File: config.mk
export PLATFORM = sky130hd
export DESIGN_NAME = nibble_serial_adder
export DESIGN_NICKNAME = d
export VERILOG_FILES = /design/src/rtl/arith_pkg.sv /design/src/rtl/nib_add4.sv /design/src/rtl/nibble_serial_adder.sv
export SDC_FILE = /design/constraint.sdc
export NUM_CORES = 1
export LEC_CHECK = 0
export ABC_AREA = 1
export CAP_MARGIN = 20
export CORE_UTILIZATION = 46
export DETAILED_ROUTE_END_ITERATION = 16
export HOLD_SLACK_MARGIN = 0.1
export PLACE_DENSITY = 0.76
export REMOVE_ABC_BUFFERS = 1
export SYNTH_ARGS = -nofsm -noshare
export SYNTH_HDL_FRONTEND = slang
export SYNTH_SLANG_ARGS = --single-unit
File: constraint.sdc
create_clock -name clk -period 2.82 [get_ports clk]
set_input_delay 0.564 -clock clk [delete_from_list [all_inputs] [get_ports clk]]
set_output_delay 0.564 -clock clk [all_outputs]
set_load 0.1 [all_outputs]
File: src/rtl/arith_pkg.sv
// Shared arithmetic-datapath definitions.
//   NIBBLE_W : width of one serial slice (4 bits)
//   state_t  : sequencing states of the nibble-serial adder
//   idx_w()  : bit width of a nibble index for a given nibble count (min 1)
package arith_pkg;

  localparam int NIBBLE_W = 4;

  typedef enum logic [1:0] {
    IDLE = 2'd0,
    RUN  = 2'd1,
    DONE = 2'd2
  } state_t;

  function automatic int idx_w(input int nib);
    return (nib < 2) ? 1 : $clog2(nib);
  endfunction

endpackage

File: src/rtl/nib_add4.sv
// Combinational 4-bit ripple-carry slice.
//   a, b : nibble operands
//   cin  : carry in
//   sum  : 4-bit sum
//   cout : carry out of bit 3
module nib_add4 (
  input  logic [3:0] a,
  input  logic [3:0] b,
  input  logic       cin,
  output logic [3:0] sum,
  output logic       cout
);

  logic [4:0] c;

  always_comb begin
    c[0] = cin;
    for (int i = 0; i < 4; i++) begin
      sum[i]   = a[i] ^ b[i] ^ c[i];
      c[i+1]   = (a[i] & b[i]) | (c[i] & (a[i] ^ b[i]));
    end
    cout = c[4];
  end

endmodule

File: src/rtl/nibble_serial_adder.sv
// Multi-cycle WIDTH-bit adder, one nibble per clock, LS nibble first.
// A single nib_add4 slice is time-shared; the inter-nibble carry lives in
// carry_q. Result appears NIB cycles after the accepting edge and is held
// in DONE until out_ready.
//   clk, rst            : clock, async active-high reset
//   in_valid / in_ready : operand handshake (a, b, cin captured on accept)
//   out_valid/ out_ready: result handshake (sum, cout[, ovf])
// Optional: define NIBBLE_SERIAL_ADDER_OVF_EN to add the ovf output
// (two's-complement signed overflow of the full-width add).
module nibble_serial_adder
  import arith_pkg::*;
#(
  parameter  int WIDTH = 16,
  localparam int NIB   = WIDTH / NIBBLE_W
) (
  input  logic             clk,
  input  logic             rst,
  input  logic             in_valid,
  output logic             in_ready,
  input  logic [WIDTH-1:0] a,
  input  logic [WIDTH-1:0] b,
  input  logic             cin,
  output logic             out_valid,
  input  logic             out_ready,
  output logic [WIDTH-1:0] sum,
`ifdef NIBBLE_SERIAL_ADDER_OVF_EN
  output logic             cout,
  output logic             ovf
`else
  output logic             cout
`endif
);

  localparam int IDXW = idx_w(NIB);

  state_t            state_q, state_d;
  logic [WIDTH-1:0]  a_q, b_q, sum_q;
  logic              carry_q, cout_q;
  logic [IDXW-1:0]   idx_q;
  logic [3:0]        sa, sb, ss;
  logic              sc, last, accept;

  assign sa     = a_q[NIBBLE_W*idx_q +: NIBBLE_W];
  assign sb     = b_q[NIBBLE_W*idx_q +: NIBBLE_W];
  assign last   = (idx_q == IDXW'(NIB-1));
  assign accept = in_valid && (state_q == IDLE);

  nib_add4 u_slice (
    .a    (sa),
    .b    (sb),
    .cin  (carry_q),
    .sum  (ss),
    .cout (sc)
  );

  always_ff @(posedge clk or posedge rst) begin
    if (rst) state_q <= IDLE;
    else     state_q <= state_d;
  end

  always_comb begin
    state_d = state_q;
    case (state_q)
      IDLE:    if (in_valid)  state_d = RUN;
      RUN:     if (last)      state_d = DONE;
      DONE:    if (out_ready) state_d = IDLE;
      default:                state_d = IDLE;
    endcase
  end

  always_ff @(posedge clk or posedge rst) begin
    if (rst) begin
      a_q     <= '0;
      b_q     <= '0;
      sum_q   <= '0;
      carry_q <= 1'b0;
      cout_q  <= 1'b0;
      idx_q   <= '0;
    end else begin
      case (state_q)
        IDLE: if (accept) begin
          a_q     <= a;
          b_q     <= b;
          carry_q <= cin;
          idx_q   <= '0;
        end
        RUN: begin
          sum_q[NIBBLE_W*idx_q +: NIBBLE_W] <= ss;
          carry_q <= sc;
          idx_q   <= idx_q + 1'b1;
          if (last) cout_q <= sc;
        end
        default: ;
      endcase
    end
  end

`ifdef NIBBLE_SERIAL_ADDER_OVF_EN
  logic ovf_q;
  // Carry into the MSB is recovered from the top slice's bit 3: a^b^sum.
  always_ff @(posedge clk or posedge rst) begin
    if (rst)                        ovf_q <= 1'b0;
    else if (state_q == RUN && last) ovf_q <= (sa[3] ^ sb[3] ^ ss[3]) ^ sc;
  end
  assign ovf = ovf_q;
`endif

  assign in_ready  = (state_q == IDLE);
  assign out_valid = (state_q == DONE);
  assign sum       = sum_q;
  assign cout      = cout_q;

endmodule

== Word level (Yosys, flattened, before mapping) ==
Cells that the tools add are included.

* Flip-flop bits (word level): 54
* Logic and storage cells: 56
* Output and inout port bits: 19
* Input bits: 37

* Reductions and logical operators: 7
* Equal/unequal tests: 7
* Bitwise logic cells: 20
* Add/subtract/negate cells: 2
* Mux-type cells: 9
* Shift operators: 4

{| class="wikitable"
|+ Operators by type and width
! operator !! number
|-
| $neg A4 Y34 || 1
|-
| $shift A4 B34 Y16 const A || 1
|-
| $shiftx A4 B34 Y16 || 1
|-
| $shiftx A16 B5 Y4 || 2
|-
| $bwmux W16 || 1
|-
| $and A1 B1 Y1 || 8
|-
| $mux W2 || 4
|-
| $xor A1 B1 Y1 || 8
|-
| $pmux W2 S3 || 1
|-
| $reduce_and A2 Y1 || 3
|-
| $eq A2 B2 Y1 const B || 2
|-
| $ne A2 B1 Y1 const B || 2
|-
| $ne A2 B2 Y1 const B || 2
|-
| $or A1 B1 Y1 || 4
|-
| $pmux W2 S2 || 1
|-
| $reduce_and A3 Y1 || 1
|-
| $add A2 B1 Y2 const B || 1
|-
| $eq A2 B1 Y1 const B || 1
|-
| $logic_not A2 Y1 || 1
|-
| $pmux W1 S2 || 1
|-
| $reduce_bool A2 Y1 || 1
|-
| $logic_and A1 B1 Y1 || 1
|-
| $mux W1 || 1
|}

== Logic depth before layout (Yosys ltp) ==
* Word-level depth: 11
* Depth in mapped cells: 16
* Gate-level depth less buffers: 15

== Hierarchy ==
Synthesis repeated with hierarchy kept, for this count alone.

* Cell total of the unflattened synthesis: 337
* Area total of the unflattened synthesis: 2906.5 µm²

{| class="wikitable"
|+ By module, submodules not included
! module !! cells an instance !! sequential area each (µm²) !! area an instance (µm²) !! instances
|-
| nibble_serial_adder || 323 || 1351.3 || 2788.9 || 1
|-
| nib_add4 || 14 || 0.0 || 117.6 || 1
|}

== Worst setup path after synthesis ==
OpenSTA, ideal clock, no wires.

* Kind: register to register
* From: register idx_q[0]
* To: register sum_q[15], in the netlist sum[15]
* Library setup time: 120 ps
* Path buffers: 1
* Clock period less this slack: 2708 ps
* Data arrival time: 2588 ps
* Data required time: 2700 ps
* Stages on the path, launching flop included: 17
* Path slack: 112 ps
* Cell sequence: dfrtp_1 > inv_1 > buf_2 > nand2_1 > nand3_1 > nand2_1 > fa_1 > inv_1 > fa_1 > inv_1 > fa_1 > inv_1 > fa_1 > nand3_1 > inv_1 > nand2_1 > nand2_1

* Longest elaborated chain between the ends: 11
* Elaborated cells between the ends (all ways): 23
* Those cells by class: 1 x add/sub; 4 x shift; 1 x mux; 17 x bitwise

{| class="wikitable"
|+ RTL lines
! what !! RTL line !! RTL
|-
| from (decl) || nibble_serial_adder.sv:39 || <nowiki>logic [IDXW-1:0] idx_q;</nowiki>
|-
| from (signal assigned) || nibble_serial_adder.sv:90 || <nowiki>idx_q <= idx_q + 1'b1;</nowiki>
|-
| $shiftx A16 B5 Y4 (on tied branches) || nibble_serial_adder.sv:43, nibble_serial_adder.sv:44 ||
|-
| $xor A1 B1 Y1 || nib_add4.sv:19, nib_add4.sv:20 ||
|-
| $and A1 B1 Y1 || nib_add4.sv:20 || <nowiki>c[i+1] = (a[i] & b[i]) | (c[i] & (a[i] ^ b[i]));</nowiki>
|-
| $or A1 B1 Y1 || nib_add4.sv:20 ||
|-
| $and A1 B1 Y1 || nib_add4.sv:20 ||
|-
| $or A1 B1 Y1 || nib_add4.sv:20 ||
|-
| $and A1 B1 Y1 || nib_add4.sv:20 ||
|-
| $or A1 B1 Y1 || nib_add4.sv:20 ||
|-
| $xor A1 B1 Y1 || nib_add4.sv:19 || <nowiki>sum[i] = a[i] ^ b[i] ^ c[i];</nowiki>
|-
| $shiftx A4 B34 Y16 || nibble_serial_adder.sv:88 || <nowiki>sum_q[NIBBLE_W*idx_q +: NIBBLE_W] <= ss;</nowiki>
|-
| $bwmux W16 (*) || nibble_serial_adder.sv:88 ||
|-
| to (signal, indexed assignment) || nibble_serial_adder.sv:88 ||
|-
| to (decl) || nibble_serial_adder.sv:37 || <nowiki>logic [WIDTH-1:0] a_q, b_q, sum_q;</nowiki>
|}

Mark *: on every way between the ends. The rest lies on a longest branch, timed or not.
A chain may end at the register's enable or synchronous reset.

== Final worst setup path ==
Ends and elaborated chain as after synthesis.

==> PnR_summary.wiki <==
{| class="wikitable"
! Metric !! Value
|-
| Drt via density || 5.01
|-
| GRT Overall Usage || 20.5%
|-
| Reg2Reg Setup Slack || 130 ps
|-
| Crit-path max cell delay || 450 ps
|-
| Portion of the clock cycle consumed by the worst path in the final layout || 95.5%
|-
| Top library cells by usage in the layout, fill and taps aside || 134 x sky130_fd_sc_hd__nand2_1, 55 x sky130_fd_sc_hd__nand3_1, 54 x sky130_fd_sc_hd__dfrtp_1
|-
| Deepest level of the CTS H-tree || 2
|-
| Initial core utilization || 48.7%
|-
| Clock group share of total power || 9.8%
|-
| Number of antenna diodes || 0
|-
| Filler instances || 529
|-
| CTS Hold Buffers Added || 0
|-
| Worst hold path type || reg -> reg
|-
| Number of nets in the finished design || 441
|-
| Synthesis-stage register bit count || 54
|-
| Max_cap viols || 0
|-
| Pin count of the biggest net entering global routing || 55
|-
| Total iterations of the first detailed-routing run || 4
|-
| Worst-case clock skew || 5.38 ps
|-
| Sequential Power Share || 29.5%
|-
| Adder-cell share of the synthesized area || 5.64%
|-
| Pin slew with the least headroom to its limit || 675 ps
|-
| Headroom to the max-slew limit || 55.0%
|-
| TritonCTS clock tree || yes
|-
| Max-slew violation total from the final report || 0
|-
| CP endpoint kind || register
|-
| Leading cell type in the layout, fill and taps excluded || sky130_fd_sc_hd__nand2_1
|-
| Number of antenna violations at the first check in global routing || 0
|-
| Mean area per synthesized cell || 8.16 um2
|-
| Comb power frac || 60.7%
|-
| Sum of negative setup slack || 0 ps
|-
| Xor and xnor fraction of the mapped netlist area || 0%
|-
| Largest fanout on the critical path || 8
|-
| Maximum number of buffers from clock root to sink || 2
|-
| Number of violations reported at the end of detailed-routing iteration 0 || 123
|-
| Leakage power summed over all cells || 1.80 nW
|-
| Port Buf Inserts || 55
|-
| Portion of the post-synthesis area used by sequential elements || 49.1%
|-
| Placement Cell Area || 3310 um2
|-
| Die width || 79.3 um
|-
| Cell at the slowest stage of the critical path || sky130_fd_sc_hd__fa_1
|-
| HPWL after detailed placement || 4.29 mm
|-
| Count of yosys warnings during synthesis || 0
|-
| Category of the worst setup path launch point || register
|-
| Dominant combinational cell family by area after synthesis || simple AND/OR/NAND/NOR gates
|-
| Largest vdd supply drop || 0.747 mV
|-
| Internal power component || 2.13 mW
|-
| Final min period || 2690 ps
|-
| Detailed-route wire length per cell || 12.5 um
|-
| Required time of the worst setup path || 3020 ps
|-
| Full die area || 6290 um2
|-
| Antenna Violating Nets Remaining || 0
|-
| Final setup violating endpoints || 0
|-
| Post-detailed-routing wire length || 5.85 mm
|-
| Post-route cell area || 3410 um2
|-
| Areal power density over the cells || 1310 nW/um2
|-
| Footprint of the multi-input gates || 1210 um2
|-
| Psw || 2.36 mW
|-
| Fin. Hold Viols || 0
|-
| Global-route wire length before repair || 9.97 mm
|-
| Cell Area, Synth || 2750 um2
|-
| Max Freq || 0.371 GHz
|-
| DRC violations left || 0
|-
| Cell Rows || 27
|-
| Post-Synthesis Cells || 337
|-
| Clock insertion delay at the later pin of the skew report || 310 ps
|-
| Ratio of cells with drive above 1 in the final layout || 12.2%
|-
| Clock transition time at the flip-flop clock pins of the worst setup and hold paths || 90 ps
|-
| Worst-path cell chain || buf_4 -> nand2_1 -> nand3_1 -> nand2_1 -> fa_1 -> inv_1 -> fa_1 -> inv_1 -> fa_1 -> inv_1 -> fa_1 -> nand3_1 -> inv_1 -> nand2_1 -> nand2_1
|-
| Clk root buf || sky130_fd_sc_hd__clkbuf_8
|-
| Complex-gate fraction of the synthesized area || 4.05%
|-
| Switching power share of the total || 52.6%
|-
| Library cells used by synthesis || 22
|-
| Number of vias after detailed routing || 2340
|-
| Number of buffers added by the clock tree synthesis step || 5
|-
| Post-Synth Simple-Gate Area || 34.2%
|-
| GRT Residual Overflow || 0
|-
| Standard cell core area || 5640 um2
|-
| Result of the run || finished, final reports clean
|-
| Setup Crit Path Kind || reg -> reg
|-
| Unrepaired setup endpoints after global routing || false
|-
| Storage cell area || 1350 um2
|-
| Number of clock sinks || 54
|-
| WP data arrival || 2900 ps
|-
| Area added between synthesis and finish || 24.1%
|-
| Placer's final routability congestion estimate || 0.843
|-
| Num ports || 56
|-
| Die Y-Extent || 79.3 um
|-
| Via count of the first global-routing pass || 2279
|-
| Multiplexer fraction of the synthesized cell area || 0%
|}
==> final cells by class <==
type	count	area share (%)
well taps	72	2.64
inverters	23	2.53
repair buffers	66	17.2
multi-input cells	244	35.4
flip-flops and latches	54	39.6
clock buffers	7	2.53
clock inverters	1	0.147
==> power by group through the flow <==
| stage | sequential (mW) | clock [mW] | combinational [mW] |
|---|---|---|---|
| floorplan | 1.84 | 0 | 1.45 |
| global placement | 1.33 | 0 | 2.63 |
| detailed placement | 1.33 | 0 | 2.71 |
| CTS | 1.32 | 0.449 | 2.73 |
| global route | 1.36 | 0.477 | 3.01 |
| finish | 1.32 | 0.440 | 2.72 |
==> cell usage after synthesis (all sizes together) <==
master | number | area [um2]
fa | 4 | 80.1
inv | 23 | 86.3
nand3 | 56 | 293
nand4 | 1 | 6.26
o31ai | 1 | 7.51
o211ai | 4 | 30.0
dfrtp | 54 | 1350
nand2 | 136 | 526
buf | 16 | 105
ha | 6 | 75.1
o21ai | 14 | 73.8
nor2 | 22 | 116
==> cell families (layout without fill, tap and decap cells) <==
kind of cell,Yosys count,after routing
buffers and inverters,39,97
adder cells (fa/ha/maj),10,10
flip-flops,54,54
AO/OA/AOI/OAI,19,19
AND/OR/NAND/NOR,215,215
==> critical path, delay by kind of cell, from the launching register on <==
family / cells / cell delay, ps
flops: 1 / 380
buf+inv: 5 / 420
simple gates: 6 / 450
fa+ha+maj: 4 / 1340
==> metrics by stage <==
stage | instances | hold slack, ps | setup WS [ps] | util, % | power (mW)
global route | 467 | 501 | 6.69 | 60.5 | 4.85
detailed placement | 458 | 459 | 73.8 | 58.7 | 4.05
CTS | 466 | 481 | 51.9 | 60.3 | 4.50
finish | 467 | 478 | 128 | 60.5 | 4.49
global placement | 458 | 454 | 184 | 58.7 | 3.96
floorplan | 321 | 437 | -260 | - | 3.29
==> final timing paths <==
check / start / to / cells after the start
min reg2reg: b_q[15] / b_q[15] / 2
min in group asynchronous: rst / sum[4] / 3
min: b_q[15] / b_q[15] / 2
max in group asynchronous: rst / b_q[15] / 3
max reg2reg: idx_q[0] / sum[15] / 15
max: idx_q[0] / sum[15] / 15
==> per-layer routing <==
layer	vias up	share of wire, %	track usage, %
met5	-	0	0
met4	0	1.6	6.73
met3	12	4.3	3.22
met2	72	48	36.1
met1	1076	46	25.5
li1	1180	-	-
==> sequential cells by signal (all words and copies together), names as in the netlist <==
signal,cells
a_q,16
b_q,16
sum,16
idx_q,2
state_q,2
carry_q,1
cout,1
==> what timing repair did <==
| action | 4_1_cts | 5_1_grt |
|---|---|---|
| setup endpoints to repair | 0 | 4 |
| setup buffers | 0 | 1 |
| resized for setup | 0 | 1 |
(Power assumes the default switching activity.)
